`src/rtl/frame_rr_arb_pkg.sv`:
```
// frame_arb_pkg: shared state type, frame field position and id-width helper for frame_rr_arb
package frame_arb_pkg;
  typedef enum logic {ARB, HOLD} state_e;
  // rw_flag sits this many bits below the frame MSB+1
  localparam int RW_FROM_TOP = 3;
  function automatic int id_width(input int n);
    return (n > 1) ? $clog2(n) : 1;
  endfunction
endpackage

```
`src/rtl/frame_rr_arb_if.sv`:
```
// frame_rr_arb_if: requester-side frame/read-data bus and array-side frame/read-return bus
interface frame_rr_arb_if #(
  parameter int NUM_PORTS       = 4,
  parameter int AXI_ADDR_WIDTH  = 20,
  parameter int AXI_DATA_WIDTH  = 64,
  parameter int AXI_FRAME_WIDTH = AXI_ADDR_WIDTH + AXI_DATA_WIDTH + 3
);
  logic [NUM_PORTS*AXI_FRAME_WIDTH-1:0] in_frame_data;
  logic [NUM_PORTS-1:0]                 in_frame_valid;
  logic [NUM_PORTS-1:0]                 in_frame_ready;
  logic [AXI_DATA_WIDTH-1:0]            in_rdata;
  logic [NUM_PORTS-1:0]                 in_rvalid;
  logic [AXI_FRAME_WIDTH-1:0]           axi_frame_data;
  logic                                 axi_frame_valid;
  logic                                 axi_frame_ready;
  logic [AXI_DATA_WIDTH-1:0]            array_rdata;
  logic                                 array_rvalid;
  // arbiter side
  modport slave (
    input  in_frame_data, in_frame_valid, axi_frame_ready, array_rdata, array_rvalid,
    output in_frame_ready, in_rdata, in_rvalid, axi_frame_data, axi_frame_valid
  );
  // requester / array environment side
  modport master (
    output in_frame_data, in_frame_valid, axi_frame_ready, array_rdata, array_rvalid,
    input  in_frame_ready, in_rdata, in_rvalid, axi_frame_data, axi_frame_valid
  );
endinterface

```
`src/rtl/frame_rr_arb_fifo.sv`:
```
// rd_order_fifo: records the port id of each accepted read so returns can be steered in order
module rd_order_fifo #(
  parameter int DEPTH = 4,
  parameter int W     = 2,
  localparam int AW   = (DEPTH > 1) ? $clog2(DEPTH) : 1
) (
  input  logic          clk,
  input  logic          rst,
  input  logic          push_i,
  input  logic [W-1:0]  din_i,
  input  logic          pop_i,
  output logic [W-1:0]  dout_o,
  output logic [AW:0]   count_o,
  output logic          empty_o,
  output logic          full_o
);
  logic [W-1:0]  mem_q [DEPTH];
  logic [AW-1:0] wr_q, rd_q;
  logic [AW:0]   cnt_q;
  logic          do_push, do_pop;
  function automatic logic [AW-1:0] inc(input logic [AW-1:0] p);
    return (p == AW'(DEPTH - 1)) ? '0 : p + 1'b1;
  endfunction
  assign empty_o = (cnt_q == '0);
  assign full_o  = (cnt_q == (AW+1)'(DEPTH));
  assign count_o = cnt_q;
  assign dout_o  = mem_q[rd_q];
  // a pop frees the slot the simultaneous push needs, so push is allowed at full when popping
  assign do_push = push_i && (!full_o || pop_i);
  assign do_pop  = pop_i && !empty_o;
  // storage, no reset needed since pointers/count define validity
  always_ff @(posedge clk) begin
    if (do_push) mem_q[wr_q] <= din_i;
  end
  // pointer and occupancy tracking
  always_ff @(posedge clk or posedge rst) begin
    if (rst) begin
      wr_q  <= '0;
      rd_q  <= '0;
      cnt_q <= '0;
    end else begin
      if (do_push) wr_q <= inc(wr_q);
      if (do_pop) rd_q <= inc(rd_q);
      cnt_q <= cnt_q + {{AW{1'b0}}, do_push} - {{AW{1'b0}}, do_pop};
    end
  end
endmodule

```
`src/rtl/frame_rr_arb.sv`:
```
// frame_rr_arb: round-robin arbiter of NUM_PORTS frame sources onto one array frame channel;
// define FRAME_ARB_WR_PRIO_EN to give eligible writes strict priority over reads.
module frame_rr_arb
  import frame_arb_pkg::*;
#(
  parameter int NUM_PORTS       = 4,
  parameter int AXI_ADDR_WIDTH  = 20,
  parameter int AXI_DATA_WIDTH  = 64,
  parameter int AXI_FRAME_WIDTH = AXI_ADDR_WIDTH + AXI_DATA_WIDTH + 3,
  parameter int RD_DEPTH        = 4
) (
  input  logic                              clk,
  input  logic                              rst,
  input  logic                              mc_en,
  frame_rr_arb_if.slave                     bus,
  output logic [id_width(NUM_PORTS)-1:0]    grant_id,
  output logic                              busy,
  output logic                              err_orphan_rd
);
  localparam int IDW = id_width(NUM_PORTS);
  localparam int FW  = AXI_FRAME_WIDTH;
  localparam int RWB = FW - RW_FROM_TOP;
  localparam int CW  = ((RD_DEPTH > 1) ? $clog2(RD_DEPTH) : 1) + 1;
  state_e               state_q, state_d;
  logic [IDW-1:0]       grant_q, grant_d, last_q, last_d;
  logic                 err_q;
  logic [NUM_PORTS-1:0] is_wr, elig, cand, ready;
  logic                 g_valid, push, pop, fifo_full, fifo_empty;
  logic [FW-1:0]        g_frame;
  logic [IDW-1:0]       head;
  logic [CW-1:0]        count;
  // first requesting port strictly after last, wrapping modulo NUM_PORTS
  function automatic logic [IDW-1:0] rr_pick(input logic [NUM_PORTS-1:0] req, input logic [IDW-1:0] last);
    logic [IDW-1:0] pick;
    pick = last;
    for (int i = NUM_PORTS; i >= 1; i--)
      if (req[(int'(last) + i) % NUM_PORTS]) pick = IDW'((int'(last) + i) % NUM_PORTS);
    return pick;
  endfunction
  // per-port rw flag; reads become ineligible while the order FIFO is full
  always_comb begin
    for (int p = 0; p < NUM_PORTS; p++) is_wr[p] = bus.in_frame_data[p*FW + RWB];
  end
  assign elig = bus.in_frame_valid & (is_wr | {NUM_PORTS{!fifo_full}});
`ifdef FRAME_ARB_WR_PRIO_EN
  assign cand = |(elig & is_wr) ? (elig & is_wr) : elig;
`else
  assign cand = elig;
`endif
  assign g_valid = bus.in_frame_valid[grant_q];
  assign g_frame = bus.in_frame_data[grant_q*FW +: FW];
  // grant selection in ARB, frame forwarding and handshake tracking in HOLD
  always_comb begin
    state_d = state_q;
    grant_d = grant_q;
    last_d  = last_q;
    push    = 1'b0;
    ready   = '0;
    if (state_q == ARB) begin
      if (mc_en && |cand) begin
        grant_d = rr_pick(cand, last_q);
        state_d = HOLD;
      end
    end else begin
      ready[grant_q] = bus.axi_frame_ready;
      if (g_valid && bus.axi_frame_ready) begin
        last_d  = grant_q;
        push    = !g_frame[RWB];
        state_d = ARB;
      end else if (!g_valid) begin
        state_d = ARB;
      end
    end
  end
  // state, grant, round-robin pointer and sticky orphan flag
  always_ff @(posedge clk or posedge rst) begin
    if (rst) begin
      state_q <= ARB;
      grant_q <= '0;
      last_q  <= IDW'(NUM_PORTS - 1);
      err_q   <= 1'b0;
    end else begin
      state_q <= state_d;
      grant_q <= grant_d;
      last_q  <= last_d;
      err_q   <= err_q | (bus.array_rvalid & fifo_empty);
    end
  end
  assign pop                 = bus.array_rvalid;
  assign bus.in_frame_ready  = ready;
  assign bus.axi_frame_valid = (state_q == HOLD) && g_valid;
  assign bus.axi_frame_data  = (state_q == HOLD) ? g_frame : '0;
  assign bus.in_rdata        = bus.array_rdata;
  assign bus.in_rvalid       = (bus.array_rvalid && !fifo_empty) ? (NUM_PORTS'(1) << head) : '0;
  assign grant_id            = grant_q;
  assign busy                = (state_q == HOLD) || (count != '0);
  assign err_orphan_rd       = err_q;
  rd_order_fifo #(.DEPTH(RD_DEPTH), .W(IDW)) u_fifo (
    .clk     (clk),
    .rst     (rst),
    .push_i  (push),
    .din_i   (grant_q),
    .pop_i   (pop),
    .dout_o  (head),
    .count_o (count),
    .empty_o (fifo_empty),
    .full_o  (fifo_full)
  );
endmodule

```
`src/flat_wrapper.sv`:
```
// flat-port wrapper written by rule: the top's interface ports become plain ports
module frame_rr_arb_flat import frame_arb_pkg::*;
#(
  parameter int NUM_PORTS       = 4,
  parameter int AXI_ADDR_WIDTH  = 20,
  parameter int AXI_DATA_WIDTH  = 64,
  parameter int AXI_FRAME_WIDTH = AXI_ADDR_WIDTH + AXI_DATA_WIDTH + 3,
  parameter int RD_DEPTH        = 4
)
  (clk, rst, mc_en, grant_id, busy, err_orphan_rd, bus_in_frame_data, bus_in_frame_valid, bus_axi_frame_ready, bus_array_rdata, bus_array_rvalid, bus_in_frame_ready, bus_in_rdata, bus_in_rvalid, bus_axi_frame_data, bus_axi_frame_valid);
  frame_rr_arb_if #(.NUM_PORTS(NUM_PORTS), .AXI_ADDR_WIDTH(AXI_ADDR_WIDTH), .AXI_DATA_WIDTH(AXI_DATA_WIDTH), .AXI_FRAME_WIDTH(AXI_FRAME_WIDTH)) bus_i ();
  input  logic clk;
  input  logic rst;
  input  logic mc_en;
  output logic [id_width(NUM_PORTS)-1:0] grant_id;
  output logic busy;
  output logic err_orphan_rd;
  input wire logic [$bits(bus_i.in_frame_data)-1:0] bus_in_frame_data;
  input wire logic [$bits(bus_i.in_frame_valid)-1:0] bus_in_frame_valid;
  input wire logic [$bits(bus_i.axi_frame_ready)-1:0] bus_axi_frame_ready;
  input wire logic [$bits(bus_i.array_rdata)-1:0] bus_array_rdata;
  input wire logic [$bits(bus_i.array_rvalid)-1:0] bus_array_rvalid;
  output wire logic [$bits(bus_i.in_frame_ready)-1:0] bus_in_frame_ready;
  output wire logic [$bits(bus_i.in_rdata)-1:0] bus_in_rdata;
  output wire logic [$bits(bus_i.in_rvalid)-1:0] bus_in_rvalid;
  output wire logic [$bits(bus_i.axi_frame_data)-1:0] bus_axi_frame_data;
  output wire logic [$bits(bus_i.axi_frame_valid)-1:0] bus_axi_frame_valid;
  assign bus_i.in_frame_data = bus_in_frame_data;
  assign bus_i.in_frame_valid = bus_in_frame_valid;
  assign bus_i.axi_frame_ready = bus_axi_frame_ready;
  assign bus_i.array_rdata = bus_array_rdata;
  assign bus_i.array_rvalid = bus_array_rvalid;
  assign bus_in_frame_ready = bus_i.in_frame_ready;
  assign bus_in_rdata = bus_i.in_rdata;
  assign bus_in_rvalid = bus_i.in_rvalid;
  assign bus_axi_frame_data = bus_i.axi_frame_data;
  assign bus_axi_frame_valid = bus_i.axi_frame_valid;
  frame_rr_arb #(.NUM_PORTS(NUM_PORTS), .AXI_ADDR_WIDTH(AXI_ADDR_WIDTH), .AXI_DATA_WIDTH(AXI_DATA_WIDTH), .AXI_FRAME_WIDTH(AXI_FRAME_WIDTH), .RD_DEPTH(RD_DEPTH)) u_core (.clk(clk), .rst(rst), .mc_en(mc_en), .bus(bus_i), .grant_id(grant_id), .busy(busy), .err_orphan_rd(err_orphan_rd));
endmodule
```
`config.mk`:
```
export PLATFORM = sky130hd
export DESIGN_NAME = frame_rr_arb_flat
export DESIGN_NICKNAME = d
export VERILOG_FILES = /design/src/rtl/frame_rr_arb_pkg.sv /design/src/rtl/frame_rr_arb_if.sv /design/src/rtl/frame_rr_arb_fifo.sv /design/src/rtl/frame_rr_arb.sv /design/src/flat_wrapper.sv
export SDC_FILE = /design/constraint.sdc
export NUM_CORES = 1
export LEC_CHECK = 0
export CELL_PAD_IN_SITES_DETAIL_PLACEMENT = 1
export CELL_PAD_IN_SITES_GLOBAL_PLACEMENT = 2
export CORE_AREA = 10 10 221 223
export DETAILED_ROUTE_END_ITERATION = 6
export DIE_AREA = 0 0 231 233
export GPL_TIMING_DRIVEN = 0
export PLACE_DENSITY_LB_ADDON = 0.1
export SYNTH_ARGS = -nofsm -noshare
export SYNTH_HDL_FRONTEND = slang
export SYNTH_SLANG_ARGS = --single-unit
```
`constraint.sdc`:
```
create_clock -name clk -period 2.7 [get_ports clk]
set_input_delay 0.81 -clock clk [delete_from_list [all_inputs] [get_ports clk]]
set_output_delay 0.81 -clock clk [all_outputs]
set_load 0.01 [all_outputs]
```
==> out/metrics.yaml <==
timing:
  finalHoldViolCount: 0
  max_slew.worst_pin.slew_ns: 0.591
  hold-worst-slack_ns: 0.457
  fmax_ghz: 0.361
  drv_slew: 0
  relSlewSlack_pct: 60.5
  period_needed_ns: 2.77
  fin_ws_ns: -0.0679
  period_share_pct: 103
  fin_skew_ns: 0.00567
  grt_setup_unrepaired: "true"
  finalSetupViolations: 58
yosys:
  syn_inst: 369
  yosysWarningCount: 0
  synth_nets: 798
  synth_largest_area_cell: "mux4_2"
  seq_area_frac_synth_pct: 13.2
  synth-async-reset-ratio_pct: 61.9
  synth_edf_count: 8
  synthTopCellsByArea: "mux4_2 (47%), and2_1 (13%), buf_4 (12%)"
  synth.distinct_cells: 40
  ys_ff_latch: 21
  syn_area_per_cell_um2: 11.6
  synth_top_area_share_pct: 47.2
  synth_top_flop_cell: "dfrtp_1"
  synthesis.area_mm2: 0.00430
route:
  via_per_inst: 3.51
  drc: 0
  avgRoutedWirePerCell_um: 25.6
  route.vias.total: 5396
  initialDrtViolationCount: 122
  drtPass1Iterations: 4
  drtAntennaViolNets: 0
  finalWirelength_um: 39300
global_routing:
  grt_usage_pct: 13.3
  antenna_found_initial: 57
  grt_max_degree: 14
  grt_pass1_vias: 6125
  grt_pass1_wl_um: 50600
  grt_overflow: 0
worst_setup_path:
  crit_path_frequent_cell: "clkbuf_16"
  cp-start-kind: "register"
  reg2reg_depth: 11
  crit_buf_inv: 4
  cp_max_fo: 8
  crit_slowest_cell: "mux4_2"
  reg2reg_setup_slack_ns: 0.01
  worstPathRequired_ns: 1.89
  critPathMaxStageDelay_ns: 0.48
  cp_num_cells: 6
  path_cells: "buf_12 -> clkbuf_16 -> clkbuf_16 -> mux4_2 -> and2_4 -> buf_6"
  cp_top_family: "buffers and inverters"
  crit_type: "reg -> out"
  end_kind: "output pin"
  cp_data_arrival_time_ns: 1.96
clock_tree:
  cts.sinks: 21
  cts_tree: "yes"
  clockRootBuffer: "clkbuf_16"
  clk_latency_ns: 0.25
  cts_buffers: 3
  clk_pin_slew_ns: 0.06
  clockBufferDepth: 2
  htreeDepth: 1
power_and_ir_drop:
  combPwrFrac_pct: 88.1
  p_leak_nw: 5.11
  ir_drop_mv: 0.249
  p_int_mw: 4.80
  seqPwrFrac_pct: 7.8
  power_density_mw_per_mm2: 711
  clock_power_share_pct: 4.1
  switching_share_pct: 38.2
  netSwitchingPower_mw: 2.96
die:
  die_width_um: 231
  pin_count: 585
  fp.coreArea_mm2: 0.0441
  die_h_um: 233
  start_util_pct: 9.74
  fp.dieArea_mm2: 0.0538
  rows: 77
place:
  hpwl_um: 35200
  placed_cell_area_mm2: 0.0103
  placed_cells: 1481
  place.gp.congestion: 0.747
  port_buffers: 520
final_layout:
  fin_area_mm2: 0.0109
  drive_gt1_share_pct: 42.4
  utilization_pct: 24.8
  fin_nets: 1346
  instances_no_fill: 1536
  nFillCells: 5128
  area_delta_synth_final_pct: 154
run_status:
  violations: "setup timing"
  outcome: "finished, violations left"
run:
  maxCapViolCount: 0
min_path:
  hp-class: "reg -> reg"
  holdPathStages: 1
==> placed cells by master, fill, tap and decap left out, drive strengths merged, types with 5 or more instances in the layout <==
cell type and n:
dlygate4sd2 313, buf 180, and2 91, mux4 90, clkdlybuf4s50 77, dlymetal6s2s 33
clkbuf 30, diode 28, inv 11, dfrtp 11, edfxtp 8, nand2 8
o21ai 8, ha 7, clkdlybuf4s15 7, nor3 7, nor2 5
==> power groups by stage <==
stage | clock (mW) | combinational (mW) | sequential, mW
2_1_floorplan | 0 | 3.06 | 0.573
3_3_place_gp | 0 | 5.76 | 0.616
3_5_place_dp | 0 | 5.73 | 0.610
4_1_cts | 0.334 | 6.42 | 0.606
5_1_grt | 0.343 | 7.42 | 0.631
6_report | 0.316 | 6.84 | 0.610
==> kinds of logic (layout without fill, tap and decap cells) <==
kind of cell,Yosys count,after routing,synth area share (%)
buffers and inverters,105,652,15.6
AO/OA/AOI/OAI,16,16,2.65
multiplexers,93,93,48.0
other,0,28,0
adder cells (fa/ha/maj),8,8,2.50
flip-flops,21,21,13.2
AND/OR/NAND/NOR,124,124,17.6
XOR/XNOR,2,2,0.408
==> path summary, 6_finish.rpt <==
| check | end | startpoint |
|---|---|---|
| setup / recovery | bus_axi_frame_data[63] | u_core.grant_id[0] |
| hold / removal | u_core.err_orphan_rd | u_core.err_orphan_rd |
| setup reg to reg | u_core.u_fifo.count_o[2] | u_core.grant_id[0] |
| hold reg to reg | u_core.err_orphan_rd | u_core.err_orphan_rd |
| max in group asynchronous | u_core.u_fifo.rd_q[0] | rst |
| min in group asynchronous | u_core.u_fifo.count_o[0] | rst |
==> metrics by stage <==
step / total power, mW / worst slack (ns) / setup TNS, ns
2_1_floorplan: 3.63 / 0.0449 / 0
5_1_grt: 8.39 / -0.162 / -8.91
4_1_cts: 7.36 / -0.126 / -2.16
6_report: 7.77 / -0.0679 / -2.63
3_3_place_gp: 6.38 / -0.886 / -63.42
3_5_place_dp: 6.34 / -0.901 / -62.57
==> routing by layer <==
| layer | vias to the layer above | track usage (%) | share of wire [%] |
|---|---|---|---|
| li1 | 2475 | - | - |
| met1 | 2557 | 12.7 | 33 |
| met2 | 272 | 26.2 | 56 |
| met3 | 68 | 5.72 | 9.0 |
| met4 | 24 | 1.75 | 1.5 |
| met5 | - | 0 | 0.38 |
==> cell type report <==
class                   instances  area (um^2)  share of cell area, %
clock buffers                   3         75.1                  0.687
inverters                      11         41.3                  0.378
repair buffers                546         5330                   48.8
flip-flops and latches         21          572                   5.23
diodes                         28         70.1                  0.641
multi-input cells             243         3290                   30.1
clock inverters                 1         7.51                 0.0687
plain buffers                  91          795                   7.27
well taps                     592          741                   6.78
==> Yosys cell counts (2+ instances only) <==
cell type	count
and2_1	91
mux4_2	90
buf_4	67
clkbuf_1	18
dfrtp_1	11
inv_1	11
edfxtp_1	8
nand2_1	8
buf_2	7
ha_1	7
nor2_1	5
nor3_1	5
o21ai_0	5
nand3_1	3
nor3b_1	3
a21o_1	2
dfstp_2	2
nand2b_1	2
nor3_2	2
o21ai_1	2
==> sequential cells by signal, summed over array words and instances, names as in the netlist <==
name	count
u_core.u_fifo.wr_q	2
u_core.u_fifo.rd_q	2
u_core.grant_id	2
u_core.err_orphan_rd	1
u_core.last_q	2
u_core.u_fifo.mem_q	8
u_core.state_q	1
u_core.u_fifo.count_o	3
==> timing repair <==
action                                  in CTS  in global routing
cloned                                       0                  8
hold buffers                                 0                  0
endpoints found under the setup margin     100                 90
resized for setup                          919                 90
buffers inserted                            13                  5
pin swaps                                    7                  4
No activity file was read; power rests on OpenSTA's default activity.
